===== src/rtl/snake_body_engine.sv =====
// ---------------------------------------------------------------------------
// snake_body_engine
//
// Owns the snake position state: head coordinate, body segment array,
// length, movement direction and sticky self-collision flag. One game step
// is accepted per move_tick and applied at the next frame_sync, which means
// state only changes during vertical blanking. The body array is streamed to
// the renderer continuously, one entry per clock.
//
// Ports
//   clock_25                in  system clock
//   reset                   in  synchronous, active-high
//   frame_sync              in  1-cycle pulse at start of vertical blanking
//   move_tick               in  1-cycle pulse requesting one game step
//   up/down/left/right      in  direction keys (level)
//   grow                    in  sampled with move_tick: fruit eaten this step
//   snake_head_x/y          out head block coordinate (registered)
//   body_count              out stream index, 0..SNAKE_LENGTH_MAX-2
//   snake_body_x/y          out body[body_count], same cycle as body_count
//   snake_length            out number of valid body entries
//   step_pending            out step accepted, waiting for frame_sync
//   collision               out sticky: head ran into the body
// ---------------------------------------------------------------------------
module snake_body_engine #(
  parameter int SNAKE_LENGTH_BIT = 4,
  parameter int SNAKE_LENGTH_MAX = 16,
  parameter int GRID_W           = 124,
  parameter int GRID_H           = 81,
  parameter int START_X          = 62,
  parameter int START_Y          = 40,
  parameter int INIT_LENGTH      = 3
) (
  input  logic                        clock_25,
  input  logic                        reset,
  input  logic                        frame_sync,
  input  logic                        move_tick,
  input  logic                        up,
  input  logic                        down,
  input  logic                        left,
  input  logic                        right,
  input  logic                        grow,
  output logic [6:0]                  snake_head_x,
  output logic [6:0]                  snake_head_y,
  output logic [SNAKE_LENGTH_BIT-1:0] body_count,
  output logic [6:0]                  snake_body_x,
  output logic [6:0]                  snake_body_y,
  output logic [SNAKE_LENGTH_BIT-1:0] snake_length,
  output logic                        step_pending,
  output logic                        collision
);

  localparam int DEPTH = SNAKE_LENGTH_MAX - 1;
  localparam int LW    = SNAKE_LENGTH_BIT;

  localparam logic [LW-1:0] LAST_IDX  = LW'(SNAKE_LENGTH_MAX - 2);
  localparam logic [LW-1:0] MAX_LEN   = LW'(SNAKE_LENGTH_MAX - 1);
  localparam logic [LW-1:0] INIT_LEN  = LW'(INIT_LENGTH);
  localparam logic [6:0]    X_MAX     = 7'(GRID_W - 1);
  localparam logic [6:0]    Y_MAX     = 7'(GRID_H - 1);
  localparam logic [6:0]    X_START   = 7'(START_X);
  localparam logic [6:0]    Y_START   = 7'(START_Y);

  typedef enum logic [1:0] {
    DIR_UP    = 2'd0,
    DIR_DOWN  = 2'd1,
    DIR_LEFT  = 2'd2,
    DIR_RIGHT = 2'd3
  } dir_t;

  typedef enum logic [0:0] {
    ST_RUN  = 1'b0,
    ST_DEAD = 1'b1
  } state_t;

  // Direction that would undo the given one; such a key press is ignored.
  function automatic dir_t opposite(input dir_t d);
    dir_t o;
    case (d)
      DIR_UP:    o = DIR_DOWN;
      DIR_DOWN:  o = DIR_UP;
      DIR_LEFT:  o = DIR_RIGHT;
      DIR_RIGHT: o = DIR_LEFT;
      default:   o = DIR_LEFT;
    endcase
    return o;
  endfunction

  // Reset x of body entry idx: a horizontal line trailing left of the head;
  // entries beyond the initial length sit on the initial tail.
  function automatic logic [6:0] init_body_x(input int idx);
    int v;
    if (idx < INIT_LENGTH) begin
      v = START_X - 1 - idx;
    end else begin
      v = START_X - INIT_LENGTH;
    end
    return 7'(v);
  endfunction

  // State registers
  state_t          state_q;
  dir_t            dir_q;
  logic [6:0]      head_x_q;
  logic [6:0]      head_y_q;
  logic [6:0]      body_x_q [DEPTH];
  logic [6:0]      body_y_q [DEPTH];
  logic [LW-1:0]   length_q;
  logic [LW-1:0]   body_count_q;
  logic            step_pending_q;
  logic            grow_lat_q;
  logic            collision_q;

  // Combinational next values / decisions
  dir_t            dir_d;
  logic [6:0]      head_x_d;
  logic [6:0]      head_y_d;
  logic            step_apply_s;
  logic            grow_eff_s;
  logic            grow_ok_s;
  logic [LW:0]     hit_limit_s;
  logic            hit_s;

  // Direction register next value: highest-priority held key, unless it reverses.
  always_comb begin
    dir_d = dir_q;
    if (up) begin
      if (opposite(dir_q) != DIR_UP) dir_d = DIR_UP;
      else                           dir_d = dir_q;
    end else if (down) begin
      if (opposite(dir_q) != DIR_DOWN) dir_d = DIR_DOWN;
      else                             dir_d = dir_q;
    end else if (right) begin
      if (opposite(dir_q) != DIR_RIGHT) dir_d = DIR_RIGHT;
      else                              dir_d = dir_q;
    end else if (left) begin
      if (opposite(dir_q) != DIR_LEFT) dir_d = DIR_LEFT;
      else                             dir_d = dir_q;
    end else begin
      dir_d = dir_q;
    end
  end

  // Candidate head one block ahead in the current direction, wrapping at the edges.
  always_comb begin
    head_x_d = head_x_q;
    head_y_d = head_y_q;
    case (dir_q)
      DIR_RIGHT: begin
        if (head_x_q == X_MAX) head_x_d = 7'd0;
        else                   head_x_d = head_x_q + 7'd1;
      end
      DIR_LEFT: begin
        if (head_x_q == 7'd0) head_x_d = X_MAX;
        else                  head_x_d = head_x_q - 7'd1;
      end
      DIR_UP: begin
        if (head_y_q == 7'd0) head_y_d = Y_MAX;
        else                  head_y_d = head_y_q - 7'd1;
      end
      DIR_DOWN: begin
        if (head_y_q == Y_MAX) head_y_d = 7'd0;
        else                   head_y_d = head_y_q + 7'd1;
      end
      default: begin
        head_x_d = head_x_q;
        head_y_d = head_y_q;
      end
    endcase
  end

  // Step decision and self-collision check against the pre-shift body.
  // Without growth the tail vacates its block this step, so it is excluded.
  always_comb begin
    step_apply_s = (state_q == ST_RUN) && (step_pending_q || move_tick) && frame_sync;
    if (step_pending_q) grow_eff_s = grow_lat_q;
    else                grow_eff_s = grow;
    grow_ok_s = grow_eff_s && (length_q < MAX_LEN);
    if (grow_ok_s) hit_limit_s = {1'b0, length_q};
    else           hit_limit_s = {1'b0, length_q} - {{LW{1'b0}}, 1'b1};
    hit_s = 1'b0;
    for (int i = 0; i < DEPTH; i++) begin
      if ((i < int'(hit_limit_s)) &&
          (body_x_q[i] == head_x_d) && (body_y_q[i] == head_y_d)) begin
        hit_s = 1'b1;
      end else begin
        hit_s = hit_s;
      end
    end
  end

  // Main state machine: stream index, direction, step latch and step apply.
  always_ff @(posedge clock_25) begin
    if (reset) begin
      state_q        <= ST_RUN;
      dir_q          <= DIR_RIGHT;
      head_x_q       <= X_START;
      head_y_q       <= Y_START;
      length_q       <= INIT_LEN;
      body_count_q   <= {LW{1'b0}};
      step_pending_q <= 1'b0;
      grow_lat_q     <= 1'b0;
      collision_q    <= 1'b0;
      for (int i = 0; i < DEPTH; i++) begin
        body_x_q[i] <= init_body_x(i);
        body_y_q[i] <= Y_START;
      end
    end else begin
      // Stream index free-runs in every state.
      if (body_count_q == LAST_IDX) body_count_q <= {LW{1'b0}};
      else                          body_count_q <= body_count_q + {{(LW-1){1'b0}}, 1'b1};

      dir_q <= dir_d;

      case (state_q)
        ST_RUN: begin
          if (step_apply_s) begin
            body_x_q[0] <= head_x_q;
            body_y_q[0] <= head_y_q;
            for (int i = 1; i < DEPTH; i++) begin
              body_x_q[i] <= body_x_q[i-1];
              body_y_q[i] <= body_y_q[i-1];
            end
            head_x_q <= head_x_d;
            head_y_q <= head_y_d;
            if (grow_ok_s) length_q <= length_q + {{(LW-1){1'b0}}, 1'b1};
            step_pending_q <= 1'b0;
            grow_lat_q     <= 1'b0;
            if (hit_s) begin
              collision_q <= 1'b1;
              state_q     <= ST_DEAD;
            end
          end else if (move_tick && !step_pending_q) begin
            // A tick while a step is already pending is dropped so the
            // first grow request stays latched.
            step_pending_q <= 1'b1;
            grow_lat_q     <= grow;
          end
        end
        ST_DEAD: begin
          state_q <= ST_DEAD;
        end
        default: begin
          // Unreachable encoding: park in DEAD until reset.
          state_q     <= ST_DEAD;
          collision_q <= 1'b1;
        end
      endcase
    end
  end

  assign snake_head_x = head_x_q;
  assign snake_head_y = head_y_q;
  assign snake_length = length_q;
  assign body_count   = body_count_q;
  assign step_pending = step_pending_q;
  assign collision    = collision_q;

  // Stream data is read straight from the array so index and data align.
  assign snake_body_x = body_x_q[body_count_q];
  assign snake_body_y = body_y_q[body_count_q];

endmodule


===== config.mk =====
export PLATFORM = sky130hd
export DESIGN_NAME = snake_body_engine
export DESIGN_NICKNAME = d
export VERILOG_FILES = /design/src/rtl/snake_body_engine.sv
export SDC_FILE = /design/constraint.sdc
export NUM_CORES = 1
export LEC_CHECK = 0
export BUFFER_PORTS_ARGS = -buffer_cell sky130_fd_sc_hd__buf_4
export CAP_MARGIN = 5
export CORE_MARGIN = 3
export CORE_UTILIZATION = 68
export CTS_CLUSTER_SIZE = 14
export DETAILED_ROUTE_END_ITERATION = 8
export HOLD_SLACK_MARGIN = 0.08
export PLACE_DENSITY = 0.92
export SLEW_MARGIN = 20
export SYNTH_ARGS = -nofsm -noshare
export SYNTH_HDL_FRONTEND = slang
export SYNTH_SLANG_ARGS = --single-unit
export TNS_END_PERCENT = 5

===== constraint.sdc =====
create_clock -name clock_25 -period 10.6 [get_ports clock_25]
set_input_delay 0.53 -clock clock_25 [delete_from_list [all_inputs] [get_ports clock_25]]
set_output_delay 0.53 -clock clock_25 [all_outputs]
set_load 0.03 [all_outputs]

==> impl_metrics.env <==
export IMPL_outcome="finished clean"
export IMPL_hold_depth=2
export IMPL_coreArea_um2=21100
export IMPL_post_route_period_util_pct=46.5
export IMPL_yosysWarnings=0
export IMPL_synth_area_leaders="edfxtp_1 43%, xnor2_1 6.6%, mux4_2 6.5%"
export IMPL_cp_data_arrival_time_ps=5330
export IMPL_report_power_total_mw=2.54
export IMPL_critPathSlowestCell="o311ai_0"
export IMPL_cp_end_kind="flip-flop"
export IMPL_critical_path_max_stage_delay_ps=930
export IMPL_die_height_um=153
export IMPL_whs_endpoint="dir_q[1]$_SDFFE_PP1P_"
export IMPL_synth_top_area_cell="edfxtp_1"
export IMPL_power_leakage_nw=5.07
export IMPL_cp_start_kind="flip-flop"
export IMPL_drv_slew=0
export IMPL_clock_path_buffers=3
export IMPL_wirelength_um=41600
export IMPL_hold_start="up"
export IMPL_grt_max_degree=93
export IMPL_synthesis_area_um2=14600
export IMPL_hpwlAfterDp_um=27700
export IMPL_postCtsSetupBuffers=0
export IMPL_drt_antenna_violating_nets=0
export IMPL_cts_buffers=25
export IMPL_synth_edf_count=210
export IMPL_setup_slack_ps=5670
export IMPL_gp_congestion=0.996
export IMPL_grt_antenna_before_repair=0
export IMPL_setup_viol=0
export IMPL_reg2reg_from="snake_head_y[1]$_SDFFE_PP0P_"
export IMPL_initial_utilization_pct=69.4
export IMPL_h_tree_depth=1
export IMPL_rows=53
export IMPL_drtPass1Iterations=9
export IMPL_drv_cap=0
export IMPL_ys_async_sr_fraction_pct=0
export IMPL_die_area_um2=23300
export IMPL_grt_first_pass_wirelength_um=64200
export IMPL_drcViolationCount=0
export IMPL_netlist_area_leader_share_pct=43.1
export IMPL_p_per_area_nw_per_um2=160
export IMPL_synth_cell_types=76
export IMPL_portBuffers=46
export IMPL_ys_seq_area_share_pct=46.9
export IMPL_num_vias=11200
export IMPL_ioPinCount=47
export IMPL_r2r_setup_slack_ps=5670
export IMPL_clk_pin_slew_worst_paths_ps=70
export IMPL_place_ws_ps=5910
export IMPL_fin_crit_ps=4930
export IMPL_clk_latency_ps=540
export IMPL_fmax_mhz=203
export IMPL_synth_net_count=1327
export IMPL_grt_pass1_vias=10600
export IMPL_worst_pin_slew_ps=1170
export IMPL_irDropWorstVdd_v=0.000209
export IMPL_rsz0062_at_grt="false"
export IMPL_reg2reg_depth=12
export IMPL_path_delay_family="compound AO/OA/AOI/OAI gates"
export IMPL_syn_mean_instance_area_um2=11.2
export IMPL_drive_above_1_share_pct=15.2
export IMPL_dieWidth_um=153
export IMPL_cts_sinks=238
export IMPL_cts_hold_buf=0
export IMPL_area_growth_pct=8.67
export IMPL_worst_path_buf_inv=1
export IMPL_hp_class="input pin to flip-flop"
export IMPL_avgViaCountPerCell=7.02
export IMPL_grt_usage_pct=34.9
export IMPL_skew_ps=17.9
export IMPL_gr_total_overflow=0
export IMPL_wl_per_cell_um=26.1
export IMPL_synth_top_flop_cell="edfxtp_1"
export IMPL_path_class="flip-flop to flip-flop"
export IMPL_crit_required_ps=10990
export IMPL_nNetsFinal=1316
export IMPL_crit_reg2reg_capture="collision$_SDFFE_PP0P_"
export IMPL_cts_repair_resize_count=0
export IMPL_clockRootBuffer="clkbuf_16"
export IMPL_cts_tree="done"
export IMPL_crit_chain="inv_1, ha_1, o21a_1, o311ai_0, or2_1, xnor2_1, nor3_1, nand4_1, o21ai_0, a2111oi_0, a41o_1, a21oi_1"
export IMPL_fin_setup_tns_ps=0
export IMPL_synth_cells=1308
export IMPL_worstSetupStartpoint="snake_head_y[1]$_SDFFE_PP0P_"
export IMPL_maxSlewHeadroom_pct=20.1
export IMPL_path_max_fanout=19
export IMPL_drt_iter0_drc=1849
export IMPL_hold_viol=0
export IMPL_synth_seq_cells=238
## layer usage
metal	track usage, %	vias up	wire, um
li1	-	4779	-
met1	50.0	5346	15300
met2	52.9	874	18400
met3	7.98	178	5600
met4	12.8	0	2240
met5	0	-	0
## power by group
group / internal (mW) / switching (mW) / total, mW
logic: 0.183 / 0.313 / 0.496
clock network: 0.533 / 0.378 / 0.911
registers: 1.07 / 0.0658 / 1.13
## through the flow
| step | std cells | instance area [um^2] | util [%] | hold slack [ps] |
|---|---|---|---|---|
| finish | 1592 | 15900 | 75.4 | 211 |
| global placement | 1544 | 15100 | 71.4 | 491 |
| global route | 1591 | 15900 | 75.4 | 219 |
| CTS | 1590 | 15900 | 75.3 | 203 |
| detailed placement | 1544 | 15100 | 71.4 | 506 |
| floorplan | 1308 | 14600 | - | 466 |
## cell usage in the layout, fill, tap and decap left out, types with 25 or more instances in the layout
cell       count
or2_2         37
edfxtp_1     210
a21oi_1       54
nand3_1       25
o21ai_0       38
mux4_2        42
nor2b_1       55
xnor2_1      111
and2_1        69
mux2i_1       38
clkbuf_16     25
dfxtp_1       25
buf_4         63
nand2_1       54
or3_1         73
nor2_1        44
xor2_1       101
## cells by family after synthesis
logic type               count (synthesis)  share of synthesized area (%)
multiplexers                            85                           9.45
buffers and inverters                  121                           3.47
XOR/XNOR                               212                           12.7
AND/OR/NAND/NOR                        458                           18.0
flip-flops                             238                           46.9
AO/OA/AOI/OAI                          184                           8.62
adder cells (fa/ha/maj)                 10                          0.855
## cell type report
cell class                 instances  area, um^2
antenna                            1        2.50
clock buffer                      33         656
clock inverter                    13         169
fill                            1322        5180
inverter                          18        67.6
multi-input combinational        949        7300
sequential                       238        6870
tap                              275         344
timing repair buffer              65         495
## Yosys cell counts (38+ instances only)
cell,number
edfxtp_1,210
xnor2_1,111
xor2_1,101
or3_1,73
and2_1,69
clkbuf_1,62
nand2_1,55
nor2b_1,55
a21oi_1,54
nor2_1,45
mux4_2,42
mux2i_1,38
o21ai_0,38
## worst max-delay path by stage
| stage | to | cells after the start |
|---|---|---|
| 6_report | collision$_SDFFE_PP0P_ | 12 |
| 5_1_grt | collision$_SDFFE_PP0P_ | 12 |
| 4_1_cts | collision$_SDFFE_PP0P_ | 12 |
| 3_5_place_dp | collision$_SDFFE_PP0P_ | 12 |
| 3_3_place_gp | body_x_q[0][6]$_SDFFCE_PN0P_ | 5 |
| 2_1_floorplan | body_x_q[0][0]$_SDFFCE_PN1P_ | 4 |
## flip-flops by register name, summed over array words and instances (netlist names)
| name | count |
|---|---|
| body_x_q | 105 |
| body_y_q | 105 |
| snake_head_x | 7 |
| snake_head_y | 7 |
| body_count | 4 |
| snake_length | 4 |
| dir_q | 2 |
| collision | 1 |
| grow_lat_q | 1 |
| state_q | 1 |
| step_pending | 1 |
Note: power is estimated with default switching activity, not from simulation.
